## config.mk

```make
export PLATFORM = sky130hd
export DESIGN_NAME = fifo_scan_param
export DESIGN_NICKNAME = d
export VERILOG_FILES = /design/src/rtl/fifo_scan_pkg.sv /design/src/rtl/fifo_scan_param_scan_dff.sv /design/src/rtl/fifo_scan_param.sv
export SDC_FILE = /design/constraint.sdc
export NUM_CORES = 1
export LEC_CHECK = 0
export CORE_MARGIN = 4
export CORE_UTILIZATION = 25
export DETAILED_ROUTE_END_ITERATION = 10
export HOLD_SLACK_MARGIN = 0.1
export SKIP_CTS_REPAIR_TIMING = 1
export SLEW_MARGIN = 20
export SYNTH_ARGS = -nofsm -noshare
export SYNTH_HDL_FRONTEND = slang
export SYNTH_SLANG_ARGS = --single-unit
export TNS_END_PERCENT = 30
```

## constraint.sdc

```tcl
create_clock -name clk -period 2.77 [get_ports clk]
set_input_delay 0.554 -clock clk [delete_from_list [all_inputs] [get_ports clk]]
set_output_delay 0.554 -clock clk [all_outputs]
set_load 0.02 [all_outputs]
```

## src/rtl/fifo_scan_pkg.sv

```systemverilog
`default_nettype none
// ============================================================================
// Module      : fifo_scan_pkg
// Description : Shared sizing helpers and scan-chain segment layout for the
//               parametrised scan FIFO.
// Revision    : 1.0  initial release
// ============================================================================
package fifo_scan_pkg;

    // Read pointer always heads the chain, directly after SI.
    localparam int C_RD_OFF = 0;

    function automatic int clog2(input int n);
        int r;
        r = 0;
        for (int i = 0; i < 31; i++) begin
            if ((1 << i) < n) r = i + 1;
        end
        return r;
    endfunction

    function automatic int chain_len(input int width, input int depth);
        return 3 * clog2(depth) + 1 + width + 2;
    endfunction

    function automatic int wr_off(input int depth);
        return clog2(depth);
    endfunction

    function automatic int cnt_off(input int depth);
        return 2 * clog2(depth);
    endfunction

    function automatic int dout_off(input int depth);
        return 3 * clog2(depth) + 1;
    endfunction

    function automatic int ovf_off(input int width, input int depth);
        return 3 * clog2(depth) + 1 + width;
    endfunction

    function automatic int udf_off(input int width, input int depth);
        return 3 * clog2(depth) + 2 + width;
    endfunction

endpackage : fifo_scan_pkg
`default_nettype wire

```

## src/rtl/fifo_scan_param_scan_dff.sv

```systemverilog
`default_nettype none
// ============================================================================
// Module      : scan_dff
// Description : Mux-D scan flop with synchronous active-high reset.
// Revision    : 1.0  initial release
// ============================================================================
module scan_dff (
    input  logic clk,
    input  logic rst,
    input  logic TM,
    input  logic SI,
    input  logic D,
    output logic Q
);

    always_ff @(posedge clk) begin
        if (rst) Q <= 1'b0;
        else     Q <= TM ? SI : D;
    end

endmodule : scan_dff
`default_nettype wire

```

## src/rtl/fifo_scan_param.sv

```systemverilog
`default_nettype none
// ============================================================================
// Module      : fifo_scan_param
// Description : Parametrised synchronous FIFO; every control/status flop sits
//               on a single mux-D scan chain (storage array excluded).
// Revision    : 1.0  initial release
// ============================================================================
module fifo_scan_param
    import fifo_scan_pkg::*;
#(
    parameter int WIDTH    = 10,
    parameter int DEPTH    = 16,
    parameter int AF_LEVEL = 14,
    parameter int AE_LEVEL = 2
) (
    input  logic                   clk,
    input  logic                   rst,
    input  logic                   read,
    input  logic                   write,
    input  logic [WIDTH-1:0]       d_in,
    output logic [WIDTH-1:0]       d_out,
    output logic                   empty,
    output logic                   full,
    output logic                   almost_empty,
    output logic                   almost_full,
    output logic [clog2(DEPTH):0]  count,
    output logic                   ovf,
    output logic                   udf,
    input  logic                   TM,
    input  logic                   SI,
    output logic                   SO
);

    localparam int AW        = clog2(DEPTH);
    localparam int L         = chain_len(WIDTH, DEPTH);
    localparam int C_WR_OFF  = wr_off(DEPTH);
    localparam int C_CNT_OFF = cnt_off(DEPTH);
    localparam int C_DO_OFF  = dout_off(DEPTH);
    localparam int C_OVF_OFF = ovf_off(WIDTH, DEPTH);
    localparam int C_UDF_OFF = udf_off(WIDTH, DEPTH);

    localparam logic [AW:0]   C_DEPTH  = (AW+1)'(DEPTH);
    localparam logic [AW:0]   C_AF     = (AW+1)'(AF_LEVEL);
    localparam logic [AW:0]   C_AE     = (AW+1)'(AE_LEVEL);
    localparam logic [AW:0]   C_CNT_1  = (AW+1)'(1);
    localparam logic [AW-1:0] C_PTR_1  = AW'(1);

    logic [L-1:0]       r_chain;
    logic [L-1:0]       w_chain_d;
    logic [L-1:0]       w_scan_in;
    logic [WIDTH-1:0]   r_mem [DEPTH];

    logic [AW-1:0]      w_rd_ptr;
    logic [AW-1:0]      w_wr_ptr;
    logic [AW:0]        w_count;
    logic [WIDTH-1:0]   w_dout;
    logic               w_ovf;
    logic               w_udf;

    logic               w_empty;
    logic               w_full;
    logic               w_push;
    logic               w_pop;
    logic               w_mem_we;
    logic [AW:0]        w_count_nxt;

    assign w_rd_ptr = r_chain[C_RD_OFF  +: AW];
    assign w_wr_ptr = r_chain[C_WR_OFF  +: AW];
    assign w_count  = r_chain[C_CNT_OFF +: AW+1];
    assign w_dout   = r_chain[C_DO_OFF  +: WIDTH];
    assign w_ovf    = r_chain[C_OVF_OFF];
    assign w_udf    = r_chain[C_UDF_OFF];

    assign w_empty  = (w_count == '0);
    assign w_full   = (w_count == C_DEPTH);

    // A full FIFO still accepts a push when the same edge pops the oldest entry.
    assign w_push   = write & (~w_full | read);
    assign w_pop    = read & ~w_empty;
    assign w_mem_we = w_push & ~TM & ~rst;

    always_ff @(posedge clk) begin
        if (w_mem_we) r_mem[w_wr_ptr] <= d_in;
    end

    always_comb begin
        w_count_nxt = w_count;
        if (w_push && !w_pop)      w_count_nxt = w_count + C_CNT_1;
        else if (!w_push && w_pop) w_count_nxt = w_count - C_CNT_1;
    end

    always_comb begin
        w_chain_d                         = '0;
        w_chain_d[C_RD_OFF  +: AW]        = w_pop  ? w_rd_ptr + C_PTR_1 : w_rd_ptr;
        w_chain_d[C_WR_OFF  +: AW]        = w_push ? w_wr_ptr + C_PTR_1 : w_wr_ptr;
        w_chain_d[C_CNT_OFF +: AW+1]      = w_count_nxt;
        w_chain_d[C_DO_OFF  +: WIDTH]     = w_pop  ? r_mem[w_rd_ptr] : w_dout;
        w_chain_d[C_OVF_OFF]              = w_ovf | (write & w_full & ~read);
        w_chain_d[C_UDF_OFF]              = w_udf | (read & w_empty);
    end

    // Each flop's scan input is its predecessor's output; bit 0 takes SI.
    assign w_scan_in = {r_chain[L-2:0], SI};

    generate
        for (genvar i = 0; i < L; i++) begin : g_chain
            scan_dff u_dff (
                .clk (clk),
                .rst (rst),
                .TM  (TM),
                .SI  (w_scan_in[i]),
                .D   (w_chain_d[i]),
                .Q   (r_chain[i])
            );
        end
    endgenerate

    assign d_out        = w_dout;
    assign count        = w_count;
    assign ovf          = w_ovf;
    assign udf          = w_udf;
    assign empty        = w_empty;
    assign full         = w_full;
    assign almost_empty = (w_count <= C_AE);
    assign almost_full  = (w_count >= C_AF);
    assign SO           = r_chain[L-1];

endmodule : fifo_scan_param
`default_nettype wire

```

==> Word-level counts from Yosys, hierarchy flattened <==
Memory sizes are Yosys's and may differ from the RTL's. A register that Yosys moved wholly into a read port is not among the register bits.
Index checks and enable logic that the tools add are counted.
{ "totals": {"register_bits": 25, "ramBits": 160, "out_inout_bits": 22, "memories": 1} }
{ "op_classes": {"addsub": 4, "magnitude_cmp": 2, "eq_ne": 1, "muxes": 34, "bitwise": 15, "reduce_logical": 8} }
{ "mem_list": {"columns": ["name", "depth", "word_bits", "rd", "rd_clocked_by_memory_dff", "wr", "line", "text"], "rows": [
  ["r_mem", 16, 10, 1, 1, 1, "fifo_scan_param.sv:51", "logic [WIDTH-1:0] r_mem [DEPTH];"]
]} }
{ "op_table": {"columns": ["op", "n"], "rows": [
  ["2-to-1 mux 1 bit", 27],
  ["2-to-1 mux 4 bit", 4],
  ["2-to-1 mux 10 bit", 1],
  ["2-to-1 mux 5 bit", 2],
  ["adder 4 x 1 -> 4 bit, second input constant", 2],
  ["bitwise AND 1 bit", 7],
  ["adder 5 x 1 -> 5 bit, second input constant", 1],
  ["equality test 5 bit, second input constant", 1],
  ["greater-or-equal comparator 5 x 4 -> 1 bit, second input constant", 1],
  ["less-or-equal comparator 5 x 2 -> 1 bit, second input constant", 1],
  ["zero test 5 bit", 1],
  ["inverter 1 bit", 5],
  ["subtractor 5 x 1 -> 5 bit, second input constant", 1],
  ["nonzero test 2 bit", 2],
  ["OR 1 bit", 3],
  ["nonzero test 3 bit", 1],
  ["logical AND 1 bit", 2],
  ["zero test 1 bit", 2]
]} }

==> Depth between registers and ports, before layout <==
Gate-level depths: netlist (run 1).
{ "depth": {"depth_word": 9, "ltp_mapped": 10, "ltp_nobuf": 9} }

==> Hierarchy <==
Synthesis (run 1) repeated with hierarchy kept, for this count alone.
{ "unflattened": {"cells_unflattened": 447, "area_unflattened_um2": 7807.5} }
{ "modules_own_cells": {"columns": ["mod", "instances", "cells_each", "area_each_um2", "seq_area_each_um2"], "rows": [
  ["fifo_scan_param", 1, 372, 6962.9, 4804.6],
  ["scan_dff", 25, 3, 33.8, 20.0]
]} }

==> Worst setup path before layout (run 1) <==
Ideal clock, no wire load.
{ "synth_timing": {"path_type": "register -> register", "from": "register g_chain[11].u_dff.Q", "to": "register g_chain[12].u_dff.Q", "arrival_time_ns": 2.546, "required_time_ns": 2.683, "setup_slack_ns": 0.137, "path_stages_with_launch": 11, "n_path_buf": 1, "path_cell_list": "dfxtp_1 -> or4_1 -> buf_4 -> nor2_8 -> or3_4 -> inv_2 -> fa_1 -> nand2b_1 -> a2111oi_0 -> a211oi_1 -> o31ai_1"} }
{ "synth_between": {"elab_chain_cells": 7, "elab_cells_between_ends": 17} }
{ "synth_rtl": {"columns": ["item", "line", "text"], "rows": [
  ["start: declaration", "fifo_scan_param_scan_dff.sv:13", "output logic Q"],
  ["start signal: assignment", "fifo_scan_param_scan_dff.sv:18", "else Q <= TM ? SI : D;"],
  ["equality test 5 bit *", "fifo_scan_param.sv:75", "assign w_full = (w_count == C_DEPTH);"],
  ["via full", "fifo_scan_param.sv:23", "output logic full,"],
  ["inverter 1 bit *", "fifo_scan_param.sv:78", "assign w_push = write & (~w_full | read);"],
  ["OR 1 bit *", "fifo_scan_param.sv:78", null],
  ["bitwise AND 1 bit *", "fifo_scan_param.sv:78", null],
  ["logical AND 1 bit or zero test 1 bit (tied branches)", "fifo_scan_param.sv:88, fifo_scan_param.sv:89", null],
  ["2-to-1 mux 5 bit or logical AND 1 bit (tied branches)", "fifo_scan_param.sv:88, fifo_scan_param.sv:89", null],
  ["2-to-1 mux 1 bit or nonzero test 3 bit (tied branches)", null, null],
  ["end signal: assignment", "fifo_scan_param_scan_dff.sv:18", null],
  ["end: declaration", "fifo_scan_param_scan_dff.sv:13", null]
]} }
The timed path passes the listed nets; every way through them passes the cells marked *. The select of a mux whose other input is x is not followed.
A chain may end at the register's enable or synchronous reset.

==> Worst setup path after layout (run 1) <==
{ "layout_timing": {"from": "register g_chain[11].u_dff.Q", "to": "output full"} }
{ "layout_between": {"elab_chain_cells": 1} }
{ "layout_rtl": {"columns": ["item", "line"], "rows": [
  ["equality test 5 bit", "fifo_scan_param.sv:75"],
  ["end: declaration", "fifo_scan_param.sv:23"]
]} }
No other way between the ends.

==> PnR_summary.wiki, run 1 <==
{| class="wikitable"
! Metric !! Value
|-
| Reported leakage power || 3.04 nW
|-
| Average detailed-routed wire length per instance || 18.2 um
|-
| Number of distinct library cells after synthesis || 49
|-
| EDFF count, synth || 160
|-
| Most used cells in the layout excluding fill and tap cells || 160 x edfxtp_1, 42 x buf_4, 40 x mux4_2
|-
| Clock Latency Late Sink || 0.43 ns
|-
| Number of H-tree levels || 4
|-
| Critical path launch point type || flop
|-
| Count of standard-cell rows || 64
|-
| Maximum clock frequency || 374 MHz
|-
| Syn Area/Cell || 16.9 sq um
|-
| Cell depth of the worst min-delay path || 2
|-
| Leading area contributor after synthesis || edfxtp_1
|-
| Synthesized Nets || 492
|-
| Ratio of final minimum period to clock period || 96.6%
|-
| Remaining antenna violation count || 0
|-
| Worst Reg2Reg Path Length in Cells || 9
|-
| Fin Clk Skew || 0.0106 ns
|-
| Register clock-pin slew on the reported worst setup and hold paths || 0.08 ns
|-
| Primary FF master, synth || edfxtp_1
|-
| Post-synth top area share || 60.9%
|-
| Floorplan die width || 186 um
|-
| Fraction of registers with async set or reset after synthesis || 0%
|-
| Share of final-layout standard cells stronger than drive strength 1 || 27.4%
|-
| CP max FO || 2
|-
| Number of antenna violations at the first check in global routing || 0
|-
| Arrival time of the worst setup path || 2.12 ns
|-
| Final Hold Slack || 0.527 ns
|-
| Vias post-DR || 4317
|-
| Root Driver || clkbuf_16
|-
| Category of the critical setup timing path || reg -> out
|-
| Worst slack after detailed placement || -0.0401 ns
|-
| Post-synthesis instance area || 7880 sq um
|-
| Count of unresolved DRC violations after routing || 0
|-
| Status || finished clean
|-
| Top cells by area in the synthesized netlist || edfxtp_1 61%, mux4_2 11%, dfxtp_1 7.4%
|-
| Number of synthesis warnings || 0
|-
| Final Critical Period || 2.67 ns
|-
| Final WL || 17000 um
|-
| 1st-pass router iterations || 4
|-
| Number of buffers created by CTS || 17
|-
| Worst-case setup margin in the final layout || 0.0953 ns
|-
| Grt ovf || 0
|-
| Most common cell after layout, fill and taps aside || edfxtp_1
|-
| Setup repair after global routing missed its margin || false
|-
| Final weighted congestion in routability-driven placement || 0.811
|-
| Slew margin rel. || 31.9%
|-
| Top Ports || 38
|-
| Y dimension of the die || 186 um
|-
| Flops & latches, synth || 189
|-
| Total of endpoints with negative setup slack in the final report || 0
|-
| Mapped Cells || 466
|-
| Layout-stage area growth over the synthesis result || 20.6%
|-
| TritonCTS clock tree || done
|-
| Total power per unit cell area || 679 nW/um^2
|-
| Starting utilization of the core area || 25.6%
|-
| Actual slew at the worst max-slew pin || 1.02 ns
|-
| Share of the core filled with cells || 30.8%
|-
| Required time of the critical path || 2.22 ns
|-
| Number of port buffers || 37
|-
| Number of buffers on the longest clock path || 2
|-
| Seq/Total Area, Yosys || 68.3%
|-
| Reported max-cap violation count || 0
|-
| Starting DRT DRC Count || 357
|-
| Clock net sink count || 189
|-
| First-pass GRT wire length || 26700 um
|-
| Via/cell ratio || 4.63
|-
| Worst setup EP type || primary output
|-
| Via count of the first global-routing pass || 4532
|-
| Dpl hpwl || 11400 um
|-
| Total inserted antenna cells || 0
|-
| Worst vdd rail ir drop || 448 uV
|-
| Final-report max-slew violation count || 0
|-
| Full die area || 34400 sq um
|-
| Worst Hold Class || reg -> reg
|-
| Global-route total usage across every layer || 10.3%
|-
| Final #Nets || 550
|-
| Core Region || 30800 sq um
|-
| Largest net degree at the start of global routing || 41
|-
| Final Hold Vio Count || 0
|}
## logic make-up (layout without fill, tap and decap cells)
family	Yosys count	count (layout)	synth area share (%)
AOI/OAI and AO/OA	73	73	6.48
muxes	64	64	14.8
xor gates and xnor gates	5	5	0.556
buffers and inverters	51	122	3.32
DFF	189	189	68.3
adders and majority gates	10	10	1.68
and+or+nand+nor	74	74	4.84
## state kept, by name (all words and copies together), names as in the netlist, named ones only
register	cells
g_chain.u_dff.Q	25
r_mem	160
## final timing paths
| check | slack [ns] | endpoint | start |
|---|---|---|---|
| max reg2reg | 0.17 | g_chain[12].u_dff.Q$_SDFFE_PP0P_ | g_chain[11].u_dff.Q$_SDFFE_PP0P_ |
| min | 0.53 | g_chain[24].u_dff.Q$_SDFF_PP0_ | g_chain[23].u_dff.Q$_SDFF_PP0_ |
| max | 0.1 | full | g_chain[11].u_dff.Q$_SDFFE_PP0P_ |
| min reg2reg | 0.53 | g_chain[24].u_dff.Q$_SDFF_PP0_ | g_chain[23].u_dff.Q$_SDFF_PP0_ |
## per-stage QoR
step	setup TNS (ns)	power, W	cells	instance area, sq um
final	0	0.00645	933	9500
after global routing	0	0.00671	933	9500
after CTS	-0.168	0.00651	933	9500
after detailed placement	-0.0401	0.00403	901	8880
after global placement	-0.180	0.00401	901	8880
after floorplan	0	0.00375	466	7880
## worst max-delay path, cell delays in order (launching register included)
cell,delay [ns]
dfxtp_1,0.31
or4_1,0.64
nor2_8,0.13
clkdlybuf4s50_1,0.61
## routing by layer
| metal | share of wire [%] | global-route usage (%) |
|---|---|---|
| met1 | 46 | 14.1 |
| met5 | 0 | 0 |
| met4 | 1.0 | 2.62 |
| met3 | 5.2 | 2.97 |
| met2 | 48 | 16.2 |
## cell type report
| type | instances | area [sq um] |
|---|---|---|
| clock buffers | 17 | 425 |
| flip-flops and latches | 189 | 5390 |
| inverters | 9 | 33.8 |
| multi-input cells | 226 | 2240 |
| clock inverters | 15 | 190 |
| well taps | 396 | 495 |
| repair buffers | 81 | 728 |
| fillers | 2949 | 21300 |
## cells in the mapped netlist (4+ instances only)
cell type / number
edfxtp_1: 160
mux4_2: 40
dfxtp_1: 29
nor2_1: 27
mux2_2: 22
clkbuf_1: 19
buf_4: 17
a31oi_1: 13
nand2_1: 13
a211oi_1: 11
a22oi_1: 10
and2_1: 9
ha_1: 9
o21ai_0: 9
inv_1: 8
a21oi_1: 6
nand2b_1: 6
buf_2: 5
nor3_1: 5
o21ai_1: 4
## report_power, final
| part | switching, W | leakage [nW] | total [W] | internal [W] |
|---|---|---|---|---|
| Combinational | 0.000427 | 1.06 | 0.000790 | 0.000364 |
| Sequential | 0.0000465 | 1.68 | 0.00318 | 0.00313 |
| Clock | 0.00118 | 0.299 | 0.00249 | 0.00131 |
No activity file was read; power rests on OpenSTA's default activity.
==> run 2, diff against run 1 <==
- DONT_BUFFER_PORTS: unset -> 1
==> run 2 against run 1 <==
First-iteration DRC count rose by 8.4%. Global-route usage barely moved. Sequential power barely moved. Clock power fell by 4%. Critical endpoint is now g_chain[12].u_dff.Q$_SDFFE_PP0P_. Register-to-register slack got worse by 0.096 ns. Non-clock buffer count fell by 43. Design area fell by 4.5%. Count of clock-buffer cells in the layout rose by 1. Via count fell by 2.6%. Sequential share of layout area rose by 2.7 points.
==> PnR_summary.wiki, run 2 (synthesis gave the netlist of run 1 again) <==
{| class="wikitable"
! Metric !! Value
|-
| Remaining antenna violation count || 0
|-
| Cell depth of the worst min-delay path || 1
|-
| Critical path launch point type || flop
|-
| Share of final-layout standard cells stronger than drive strength 1 || 28.9%
|-
| Reported leakage power || 2.85 nW
|-
| Max FFs per register || 160
|-
| Setup_tns || 0 ns
|-
| Core Region || 30800 sq um
|-
| Dpl hpwl || 11200 um
|-
| Vias post-DR || 4204
|-
| Number of buffers on the longest clock path || 2
|-
| Global-route total usage across every layer || 10.3%
|-
| Post-route design area || 9080 sq um
|-
| Share of the core filled with cells || 29.4%
|-
| Maximum clock frequency || 371 MHz
|-
| Largest registers || r_mem: 160 flops, g_chain.u_dff.Q: 25 flops
|-
| Setup repair after global routing missed its margin || false
|-
| Average detailed-routed wire length per instance || 19.5 um
|-
| Worst Hold Class || in -> reg
|-
| Number of cells in the design after placement || 858
|-
| Number of H-tree levels || 4
|-
| Number of buffers and inverters on the critical path || 1
|-
| Reported max-cap violation count || 0
|-
| 1st-pass router iterations || 6
|-
| Worst Reg2Reg Path Length in Cells || 9
|-
| Most used cells in the layout excluding fill and tap cells || 160 x edfxtp_1, 40 x mux4_2, 36 x buf_4
|-
| Full die area || 34400 sq um
|-
| Non-Filler Instances || 890
|-
| Required time of the critical path || 3.11 ns
|-
| Via count of the first global-routing pass || 4329
|-
| Largest net degree at the start of global routing || 41
|-
| Actual slew at the worst max-slew pin || 0.731 ns
|-
| Worst-case setup margin in the final layout || 0.0743 ns
|-
| First-pass GRT wire length || 26200 um
|-
| DP Area || 8490 sq um
|-
| Root Driver || clkbuf_16
|-
| Worst vdd rail ir drop || 441 uV
|-
| Total of endpoints with negative setup slack in the final report || 0
|-
| Number of antenna violations at the first check in global routing || 0
|-
| Critical path, cell by cell || or4_4 -> nor2_8 -> or3_4 -> inv_2 -> fa_1 -> nand2b_1 -> a2111oi_0 -> a211oi_1 -> o31ai_1
|-
| Clock Latency Late Sink || 0.43 ns
|-
| CP top delay family || simple AND/OR/NAND/NOR gates
|-
| Total power per unit cell area || 684 nW/um^2
|-
| Clock net sink count || 189
|-
| Number of stages on the worst setup path || 9
|-
| Ratio of final minimum period to clock period || 97.3%
|-
| Final-report max-slew violation count || 0
|-
| CP max FO || 7
|-
| Slowest cell on crit path || or4_4
|-
| Arrival time of the worst setup path || 3.04 ns
|-
| Status || finished clean
|-
| Layout-stage area growth over the synthesis result || 15.1%
|-
| Top Ports || 38
|-
| Floorplan die width || 186 um
|-
| Worst slack after detailed placement || 0.102 ns
|-
| Number of port buffers || 0
|-
| Register clock-pin slew on the reported worst setup and hold paths || 0.07 ns
|-
| Number of buffers created by CTS || 17
|-
| Slew margin rel. || 50.9%
|-
| Starting utilization of the core area || 25.6%
|-
| Final Hold Vio Count || 0
|-
| Starting DRT DRC Count || 387
|-
| Final weighted congestion in routability-driven placement || 0.803
|-
| Register bank with the most flops || r_mem
|-
| Via/cell ratio || 4.72
|-
| Most common cell after layout, fill and taps aside || edfxtp_1
|-
| Total inserted antenna cells || 0
|-
| TritonCTS clock tree || done
|-
| Count of unresolved DRC violations after routing || 0
|-
| Fin Clk Skew || 0.0114 ns
|-
| Grt ovf || 0
|-
| Count of standard-cell rows || 64
|-
| Slowest stage delay, CP || 0.58 ns
|-
| Final WL || 17400 um
|-
| Final Critical Period || 2.70 ns
|-
| Y dimension of the die || 186 um
|-
| Category of the critical setup timing path || reg -> reg
|-
| Final #Nets || 507
|-
| Worst setup EP type || flop
|}
[run 2: where the power goes]
group | total, W | internal, W | switching, W
sequential | 0.00321 | 0.00313 | 0.0000757
clock | 0.00238 | 0.00128 | 0.00111
combinational | 0.000619 | 0.000280 | 0.000339
[run 2: stage by stage]
step / total power, W / hold slack [ns]
floorplan: 0.00375 / 0.476
global placement: 0.00386 / 0.498
detailed placement: 0.00388 / 0.506
CTS: 0.00626 / 0.170
global route: 0.00646 / 0.173
finish: 0.00621 / 0.186
[run 2: worst paths after layout]
kind,from,endpoint,slack (ns)
worst max-delay path,g_chain[11].u_dff.Q$_SDFFE_PP0P_,g_chain[12].u_dff.Q$_SDFFE_PP0P_,0.07
worst min-delay path,rst,g_chain[23].u_dff.Q$_SDFF_PP0_,0.19
worst max register to register,g_chain[11].u_dff.Q$_SDFFE_PP0P_,g_chain[12].u_dff.Q$_SDFFE_PP0P_,0.07
worst min register to register,g_chain[2].u_dff.Q$_SDFFE_PP0N_,flop,0.51
[run 2: cell type report]
cell class / instances / area (sq um)
Sequential cell: 189 / 5390
Fill cell: 2968 / 21800
Multi-Input combinational cell: 226 / 2260
Clock buffer: 18 / 429
Tap cell: 396 / 495
Inverter: 9 / 33.8
Clock inverter: 14 / 158
Timing Repair Buffer: 38 / 310
[run 2: layer usage]
metal  GRT usage (%)  routed length, um
met2            16.3               8190
met1            13.5               7560
met5               0                  0
met3            3.79               1360
met4            2.97                272
